[config.mk]
export PLATFORM = sky130hd
export DESIGN_NAME = mc_rr_fifo_arb
export DESIGN_NICKNAME = d
export VERILOG_FILES = /design/src/rtl/mc_rr_fifo_arb.sv
export SDC_FILE = /design/constraint.sdc
export NUM_CORES = 1
export LEC_CHECK = 0
export CORE_ASPECT_RATIO = 1.5
export CORE_UTILIZATION = 50
export CTS_BUF_LIST = sky130_fd_sc_hd__clkbuf_8
export CTS_CLUSTER_DIAMETER = 100
export DETAILED_ROUTE_END_ITERATION = 6
export GPL_ROUTABILITY_DRIVEN = 0
export PLACE_DENSITY_LB_ADDON = 0.15
export SLEW_MARGIN = 0
export SYNTH_ARGS = -nofsm -noshare
export SYNTH_HDL_FRONTEND = slang
export SYNTH_SLANG_ARGS = --single-unit
[constraint.sdc]
create_clock -name clk_i -period 5.6 [get_ports clk_i]
set_input_delay 1.68 -clock clk_i [delete_from_list [all_inputs] [get_ports clk_i]]
set_output_delay 1.68 -clock clk_i [all_outputs]
set_load 0.01 [all_outputs]
[src/rtl/mc_rr_fifo_arb.sv]
// Multi-channel FIFO buffer with a round-robin merger into one registered,
// channel-tagged output stream.
module mc_rr_fifo_arb #(
  parameter int unsigned NCH   = 4,
  parameter int unsigned W     = 10,
  parameter int unsigned DEPTH = 4,
  localparam int unsigned CW   = $clog2(NCH),
  localparam int unsigned LW   = $clog2(DEPTH + 1)
) (
  input  logic           clk_i,
  input  logic           rst_i,
  input  logic [W-1:0]   in_data_i  [NCH],
  input  logic [NCH-1:0] in_valid_i,
  output logic [NCH-1:0] in_ready_o,
  output logic [W-1:0]   out_data_o,
  output logic [CW-1:0]  out_ch_o,
  output logic           out_valid_o,
  input  logic           out_ready_i,
  output logic [LW-1:0]  level_o    [NCH]
);

  localparam int unsigned PW = $clog2(DEPTH);

  logic [W-1:0]   mem_q    [NCH][DEPTH];
  logic [PW-1:0]  wr_ptr_q [NCH];
  logic [PW-1:0]  wr_ptr_d [NCH];
  logic [PW-1:0]  rd_ptr_q [NCH];
  logic [PW-1:0]  rd_ptr_d [NCH];
  logic [LW-1:0]  count_q  [NCH];
  logic [LW-1:0]  count_d  [NCH];

  logic [NCH-1:0] full;
  logic [NCH-1:0] nonempty;
  logic [NCH-1:0] push;
  logic [NCH-1:0] pop;

  logic [CW-1:0]  rr_q, rr_d;
  logic [CW-1:0]  grant;
  logic           grant_vld;
  logic           load;
  logic [W-1:0]   head;

  logic [W-1:0]   out_data_q, out_data_d;
  logic [CW-1:0]  out_ch_q, out_ch_d;
  logic           out_valid_q, out_valid_d;

  // Ready depends only on the registered count: a full channel never accepts,
  // even when it is being drained in the same cycle.
  always_comb begin
    for (int i = 0; i < NCH; i++) begin
      full[i]     = (count_q[i] == LW'(DEPTH));
      nonempty[i] = (count_q[i] != '0);
      level_o[i]  = count_q[i];
    end
  end

  assign in_ready_o = ~full;
  assign push       = in_valid_i & ~full;

  // First non-empty channel after the last grant, wrapping around.
  always_comb begin
    int unsigned idx;
    idx       = 0;
    grant     = '0;
    grant_vld = 1'b0;
    for (int unsigned k = 1; k <= NCH; k++) begin
      idx = int'(rr_q) + k;
      if (idx >= NCH) begin
        idx = idx - NCH;
      end
      if (!grant_vld && nonempty[CW'(idx)]) begin
        grant_vld = 1'b1;
        grant     = CW'(idx);
      end
    end
  end

  assign load = (!out_valid_q || out_ready_i) && grant_vld;

  always_comb begin
    pop = '0;
    if (load) begin
      pop[grant] = 1'b1;
    end
  end

  always_comb begin
    for (int i = 0; i < NCH; i++) begin
      wr_ptr_d[i] = wr_ptr_q[i] + PW'(push[i]);
      rd_ptr_d[i] = rd_ptr_q[i] + PW'(pop[i]);
      count_d[i]  = count_q[i] + LW'(push[i]) - LW'(pop[i]);
    end
  end

  assign head = mem_q[grant][rd_ptr_q[grant]];

  always_comb begin
    out_valid_d = out_valid_q;
    out_data_d  = out_data_q;
    out_ch_d    = out_ch_q;
    rr_d        = rr_q;
    if (load) begin
      out_valid_d = 1'b1;
      out_data_d  = head;
      out_ch_d    = grant;
      rr_d        = grant;
    end else if (out_ready_i) begin
      out_valid_d = 1'b0;
    end
  end

  always_ff @(posedge clk_i) begin
    if (rst_i) begin
      for (int i = 0; i < NCH; i++) begin
        wr_ptr_q[i] <= '0;
        rd_ptr_q[i] <= '0;
        count_q[i]  <= '0;
      end
      rr_q        <= CW'(NCH - 1);
      out_valid_q <= 1'b0;
      out_data_q  <= '0;
      out_ch_q    <= '0;
    end else begin
      for (int i = 0; i < NCH; i++) begin
        wr_ptr_q[i] <= wr_ptr_d[i];
        rd_ptr_q[i] <= rd_ptr_d[i];
        count_q[i]  <= count_d[i];
      end
      rr_q        <= rr_d;
      out_valid_q <= out_valid_d;
      out_data_q  <= out_data_d;
      out_ch_q    <= out_ch_d;
    end
  end

  // Storage is written only for accepted words, so idle-lane data never lands.
  always_ff @(posedge clk_i) begin
    for (int i = 0; i < NCH; i++) begin
      if (!rst_i && push[i]) begin
        mem_q[i][wr_ptr_q[i]] <= in_data_i[i];
      end
    end
  end

  assign out_valid_o = out_valid_q;
  assign out_data_o  = out_data_q;
  assign out_ch_o    = out_ch_q;

endmodule

==> results of run 1 <==
==> registers in the layout, indices dropped and copies added (netlist names) <==
signal,cells
count_q,12
mem_q,160
out_ch_o,2
out_data_o,10
out_valid_o,1
rd_ptr_q,8
rr_q,2
wr_ptr_q,8
==> per-stage QoR <==
stage	cells	area, µm²	power [mW]	setup WS [ns]
2_1_floorplan	679	8360	4.14	1.93
3_3_place_gp	934	9300	4.80	1.30
3_5_place_dp	934	9300	4.87	1.23
4_1_cts	990	9870	5.98	1.77
5_1_grt	990	9870	6.36	1.55
6_report	990	9870	5.97	1.73
==> cell families (layout without fill, tap and decap cells) <==
logic type	after synthesis	count (layout)	share of synthesized area
and+or+nand+nor	270	270	0.143
DFF	203	203	0.678
AOI/OAI and AO/OA	115	115	0.0955
buffers and inverters	53	158	0.0316
adders and majority gates	18	18	0.0305
xor gates and xnor gates	17	17	0.0178
muxes	3	3	0.00359
==> critical path: stages <==
cell and delay [ns]:
clkdlybuf4s50_1 0.44, nand2b_1 0.12, nor2b_1 0.35, nand2_1 0.17, nor2_1 0.23, ha_1 0.27
inv_1 0.06, ha_1 0.14, inv_1 0.05, fa_1 0.37, xor2_1 0.18, xnor2_1 0.13
nor2_1 0.05
==> power by group <==
part	total [mW]	switching [mW]	internal, mW
clock	1.10	0.533	0.568
combinational	2.95	1.82	1.13
sequential	1.92	0.120	1.80
total	5.97	2.48	3.50
==> per-layer routing <==
metal / vias up / track usage
met5: - / 0
met4: 0 / 0.149
met3: 57 / 0.0373
met2: 232 / 0.417
met1: 2683 / 0.281
li1: 2614 / -
==> layout by cell type, fill, tap and decap left out, types with 3 or more instances in the layout <==
cell type          n
clkinv_2           7
a221o_1           10
buf_4             12
nand2b_1           3
inv_1             29
nor2_1            41
nor3_1             3
xnor2_1           12
a21oi_1           62
a211o_1           11
edfxtp_1         160
mux2i_1            3
clkdlybuf4s50_1   74
ha_1              14
a22oi_1           10
dfxtp_1           43
nor2b_1           14
xor2_1             5
fa_1               4
nand2_1          151
a311o_1           11
clkbuf_8          35
nand3_1           31
and3_1            14
==> worst max path at each step <==
stage | slack (ns) | end | depth (start not counted) | start
after floorplan | 1.93 | mem_q[2][20] | 3 | rst_i
after global placement | 1.30 | count_q[2][2] | 13 | out_ready_i
after detailed placement | 1.23 | count_q[0][2] | 13 | out_ready_i
after CTS | 1.77 | count_q[0][2] | 13 | out_ready_i
after global routing | 1.55 | count_q[2][2] | 13 | out_ready_i
final | 1.73 | count_q[0][2] | 13 | out_ready_i
==> layout make-up <==
type	instances	area share
Tap cell	206	0.0261
Clock buffer	35	0.0488
Inverter	15	0.00570
Clock inverter	21	0.00887
Timing Repair Buffer	87	0.0847
Multi-Input combinational cell	423	0.252
Sequential cell	203	0.574
==> impl_results.md, run 1 <==
* Avg Cell Area, Syn at 12.3 µm²
* Crit path DAT at 4.26 ns
* LEAKAGE at 3.69 nW
* Top sig layer: met4
* Hold path start: out_data_o[5]
* Vias per inst at 5.64
* Post-synth EDFFs at 160
* WL final at 20,500 µm
* CTS Buf Count at 30
* Post-detail-place hpwl at 13,300 µm
* Hold Path Depth at 1
* Met2 wire length at 10,400 µm
* Finished Core Util at 0.607
* R2R Path End: out_data_o[3]
* Ys flop type: edfxtp_1
* CTS tree: built
* Max Slew Vio Count at 0
* Fraction of registers with async set/reset at 0
* Final Hold Fails at 0
* Clk sinks at 203
* Worst Clk Skew at 0.0242 ns
* Width of the die at 108 µm
* Vias in the first global route at 5,793
* Fin nets at 825
* Clk_lat worst skew at 0.54 ns
* Synth cell count leaders: 160 x edfxtp_1, 151 x nand2_1, 63 x a21oi_1, 43 x dfxtp_1, 41 x nor2_1
* Global-route wire length before repair at 30,800 µm
* Setup TNS at 0 ns
* Area of the mapped netlist at 8360 µm²
* Max FO, Critical Path at 6
* Worst Setup End Kind: register
* DR WL/cell at 20.7 µm
* Leading area contributor after synthesis: edfxtp_1
* Met3 wire length at 1310 µm
* RSZ-0062 raised after global routing: false
* Synthesized net count at 744
* Final Cycle Share at 0.692
* Core Area at 16,300 µm²
* Hold Path End: out_data_o[5]
* Storage element area at 5670 µm²
* Required time of the critical path at 5.98 ns
* VDD IR-drop max at 0.713 mV
* Pin count of the biggest net entering global routing at 57
* Worst R2R Setup Slack at 1.83 ns
* Post-CTS Resized at 0
* Max clock buf depth at 3
* Cell variety after synth at 42
* Chip Height at 160 µm
* Initial antenna violation count at 0
* Startpoint types: input pin
* Root buffer cell: clkbuf_8
* Site Rows at 57
* Total GRT Usage at 0.243
* Number of diodes at 0
* DR DRC count at 0
* Ports at 76
* Die area at 17,200 µm²
* Share of cells above drive strength 1 at 0.0918
* ANT nets after route at 0
* Sequential fraction of the synthesis area at 0.678
* Hold_buf cts at 0
* Area of the multi-input gates at 2490 µm²
* Cells after synthesis at 679
* Final setup fails at 0
* Max-Cap Viols at 0
* Kind of critical path: input pin to register
* Port Buf Inserts at 75
* Total congestion overflow at 0
* DRT iter0 DRCs at 341
* Synthesized flop and latch total at 203
* Highest clock rate at 0.258 GHz
* Worst Max-Slew Pin Slew at 1.31 ns
* Iteration count of the initial detailed-routing pass at 5
* Most frequent cell after synthesis: edfxtp_1
* Rel. slew slack at 0.125
* PwrDens at 605 nW/µm²
* Synth top area share at 0.575
* R2R depth at 10
* Fillers at 1,304
* Synth top area cells: edfxtp_1 57%, dfxtp_1 10%, nand2_1 6.8%
* Vias at 5,586
* P&R area growth vs syn at 18.1%
* Met1 Routed Length at 7560 µm
* Clk pin slew, worst setup/hold paths at 0.07 ns
* Synth Warn # at 0
* Tmin final at 3.87 ns
* Hold Path Class: register to register
* Minimum hold slack at 0.465 ns
* RR Startpoint: count_q[0][2]
* Initial Utilization at 0.514
* Postcts setup bufs at 0
* CTS H-Tree Depth at 1
* Status: finished, final reports clean
No activity file was read; power rests on OpenSTA's default activity.
==> run 2, diff against run 1 <==
==> constraint.sdc (replaced) <==
create_clock -name clk_i -period 3.7 [get_ports clk_i]
set_input_delay 1.11 -clock clk_i [delete_from_list [all_inputs] [get_ports clk_i]]
set_output_delay 1.11 -clock clk_i [all_outputs]
set_load 0.01 [all_outputs]
==> impl_results.md, run 2 (synthesis results as in run 1) <==
* Clock share of power at 0.210 (was 0.184)
* Startpoint types: register (was input pin)
* Worst Setup End Kind: register (unchanged)
* Most common cell after layout, fill and taps aside: edfxtp_1 (unchanged)
* R2R Path End: out_data_o[6] (was out_data_o[3])
* Total GRT Usage at 0.248 (was 0.243)
* Port Buf Inserts at 75 (unchanged)
* Chip Height at 160 µm (unchanged)
* Net Sw Frac at 0.400 (was 0.415)
* Max-Cap Viols at 0 (unchanged)
* Core Area at 16,300 µm² (unchanged)
* Post-CTS Resized at 0 (unchanged)
* R2R depth at 10 (unchanged)
* Area post-placement at 9400 µm² (was 9300 µm²)
* Pre-CTS WS at 0.165 ns (was 1.23 ns)
* DR WL/cell at 20.6 µm (was 20.7 µm)
* WL final at 20,600 µm (was 20,500 µm)
* CTS tree: built (unchanged)
* Vias at 5,703 (was 5,586)
* PwrDens at 937 nW/µm² (was 605 nW/µm²)
* Root buffer cell: clkbuf_8 (unchanged)
* Worst R2R Setup Slack at 0.49 ns (was 1.83 ns)
* Clk pin slew, worst setup/hold paths at 0.06 ns (was 0.07 ns)
* Tmin final at 3.21 ns
* Max clock buf depth at 3 (unchanged)
* Status: finished, final reports clean (unchanged)
* Internal power at 5.66 mW (was 3.50 mW)
* Ports at 76 (unchanged)
* Vias per inst at 5.69 (was 5.64)
* Iteration count of the initial detailed-routing pass at 5 (unchanged)
* Pin count of the biggest net entering global routing at 83 (was 57)
* Global-route wire length before repair at 31,500 µm (was 30,800 µm)
* DRT iter0 DRCs at 347 (was 341)
* Combinational power share at 0.483 (was 0.494)
* Site Rows at 57 (unchanged)
* Largest register FFs at 160 (unchanged)
* Vias in the first global route at 5,849 (was 5,793)
* Final Hold Fails at 0 (unchanged)
* Kind of critical path: register to register (was input pin to register)
* Most frequent cells in the layout: 160 x edfxtp_1, 151 x nand2_1, 74 x clkdlybuf4s50_1, 62 x a21oi_1, 43 x dfxtp_1 (unchanged)
* Post-detail-place hpwl at 13,500 µm (was 13,300 µm)
* Final Cycle Share at 0.867
* Hold Path Class: register to register (unchanged)
* DR DRC count at 0 (unchanged)
* RR Startpoint: count_q[3][1] (was count_q[0][2])
* Initial antenna violation count at 0 (unchanged)
* Share of cells above drive strength 1 at 0.112 (was 0.0918)
* Rel. slew slack at 0.414 (was 0.125)
* Crit path DAT at 3.64 ns (was 4.26 ns)
* Fin nets at 838 (was 825)
* Critical path origin: count_q[3][1] (was out_ready_i)
* Final Cell Area at 10,100 µm² (was 9870 µm²)
* Max Slew Vio Count at 0 (unchanged)
* Total congestion overflow at 0 (unchanged)
* VDD IR-drop max at 1.13 mV (was 0.713 mV)
* Die area at 17,200 µm² (unchanged)
* LEAKAGE at 3.78 nW (was 3.69 nW)
* Worst Max-Slew Pin Slew at 0.879 ns (was 1.31 ns)
* Psw at 3.78 mW (was 2.48 mW)
* Clk sinks at 203 (unchanged)
* Worst Clk Skew at 0.0236 ns (was 0.0242 ns)
* Crit path to: out_data_o[6] (was count_q[0][2])
* Setup TNS at 0 ns (unchanged)
* P&R area growth vs syn at 20.6% (was 18.1%)
* Hold_buf cts at 0 (unchanged)
* Highest clock rate at 0.312 GHz
* Clk_lat worst skew at 0.56 ns (was 0.54 ns)
* Max FO, Critical Path at 82 (was 6)
* Required time of the critical path at 4.13 ns (was 5.98 ns)
* Finished Core Util at 0.620 (was 0.607)
* ANT nets after route at 0 (unchanged)
* CTS H-Tree Depth at 1 (unchanged)
* CTS Buf Count at 30 (unchanged)
* Initial Utilization at 0.514 (unchanged)
* RSZ-0062 raised after global routing: false (unchanged)
* Final setup fails at 0 (unchanged)
* Number of diodes at 0 (unchanged)
* Worst Setup Slack, final at 0.491 ns (was 1.73 ns)
* Postcts setup bufs at 0 (unchanged)
* Sequential Power Share at 0.307 (was 0.322)
* Width of the die at 108 µm (unchanged)
[run 2: metal layers]
layer,vias to the layer above,global-route usage,part of all wire
li1,2630,-,-
met1,2809,0.284,0.38
met2,217,0.453,0.54
met3,47,0.0349,0.053
met4,0,0.108,0.035
met5,-,0,0
[run 2: how the worst min path moves through the flow]
stage | startpoint | to | slack, ns | cells after the start
final | out_data_o[0] | out_data_o[0] | 0.48 | 1
after global routing | out_data_o[9] | out_data_o[9] | 0.50 | 1
after CTS | out_data_o[9] | out_data_o[9] | 0.47 | 1
after detailed placement | out_data_o[9] | out_data_o[9] | 0.45 | 1
after global placement | out_data_o[6] | out_data_o[6] | 0.45 | 1
after floorplan | rd_ptr_q[1][1] | rd_ptr_q[1][1] | 0.48 | 2
[run 2: worst max-delay path, stage by stage (launching register included)]
cell	delay (ns)
dfxtp_1	0.38
nor3_2	0.32
o221ai_1	0.26
a21oi_4	0.23
buf_4	0.69
a21oi_2	0.13
a22oi_2	0.26
buf_12	0.25
a311o_1	0.16
a21oi_1	0.08
a211o_1	0.30
[run 2: cell type report]
| class | instances | area, µm² |
|---|---|---|
| clock inverters | 17 | 148 |
| flip-flops and latches | 203 | 5670 |
| multi-input cells | 423 | 2470 |
| clock buffers | 39 | 537 |
| repair buffers | 100 | 946 |
| well taps | 206 | 258 |
| fillers | 1302 | 6180 |
| inverters | 15 | 56.3 |
[run 2: metrics by stage]
step / power [mW] / hold WS [ns] / cells
after global placement: 7.32 / 0.445 / 947
final: 9.44 / 0.477 / 1003
after floorplan: 6.27 / 0.479 / 679
after global routing: 10.0 / 0.496 / 1003
after detailed placement: 7.46 / 0.453 / 947
after CTS: 9.45 / 0.472 / 1003
[run 2: power by group through the flow]
stage / combinational, mW / clock (mW) / sequential, mW
3_5_place_dp: 4.52 / 0 / 2.95
6_report: 4.56 / 1.98 / 2.90
3_3_place_gp: 4.38 / 0 / 2.94
5_1_grt: 4.99 / 2.10 / 2.93
4_1_cts: 4.54 / 2.01 / 2.90
2_1_floorplan: 3.32 / 0 / 2.95
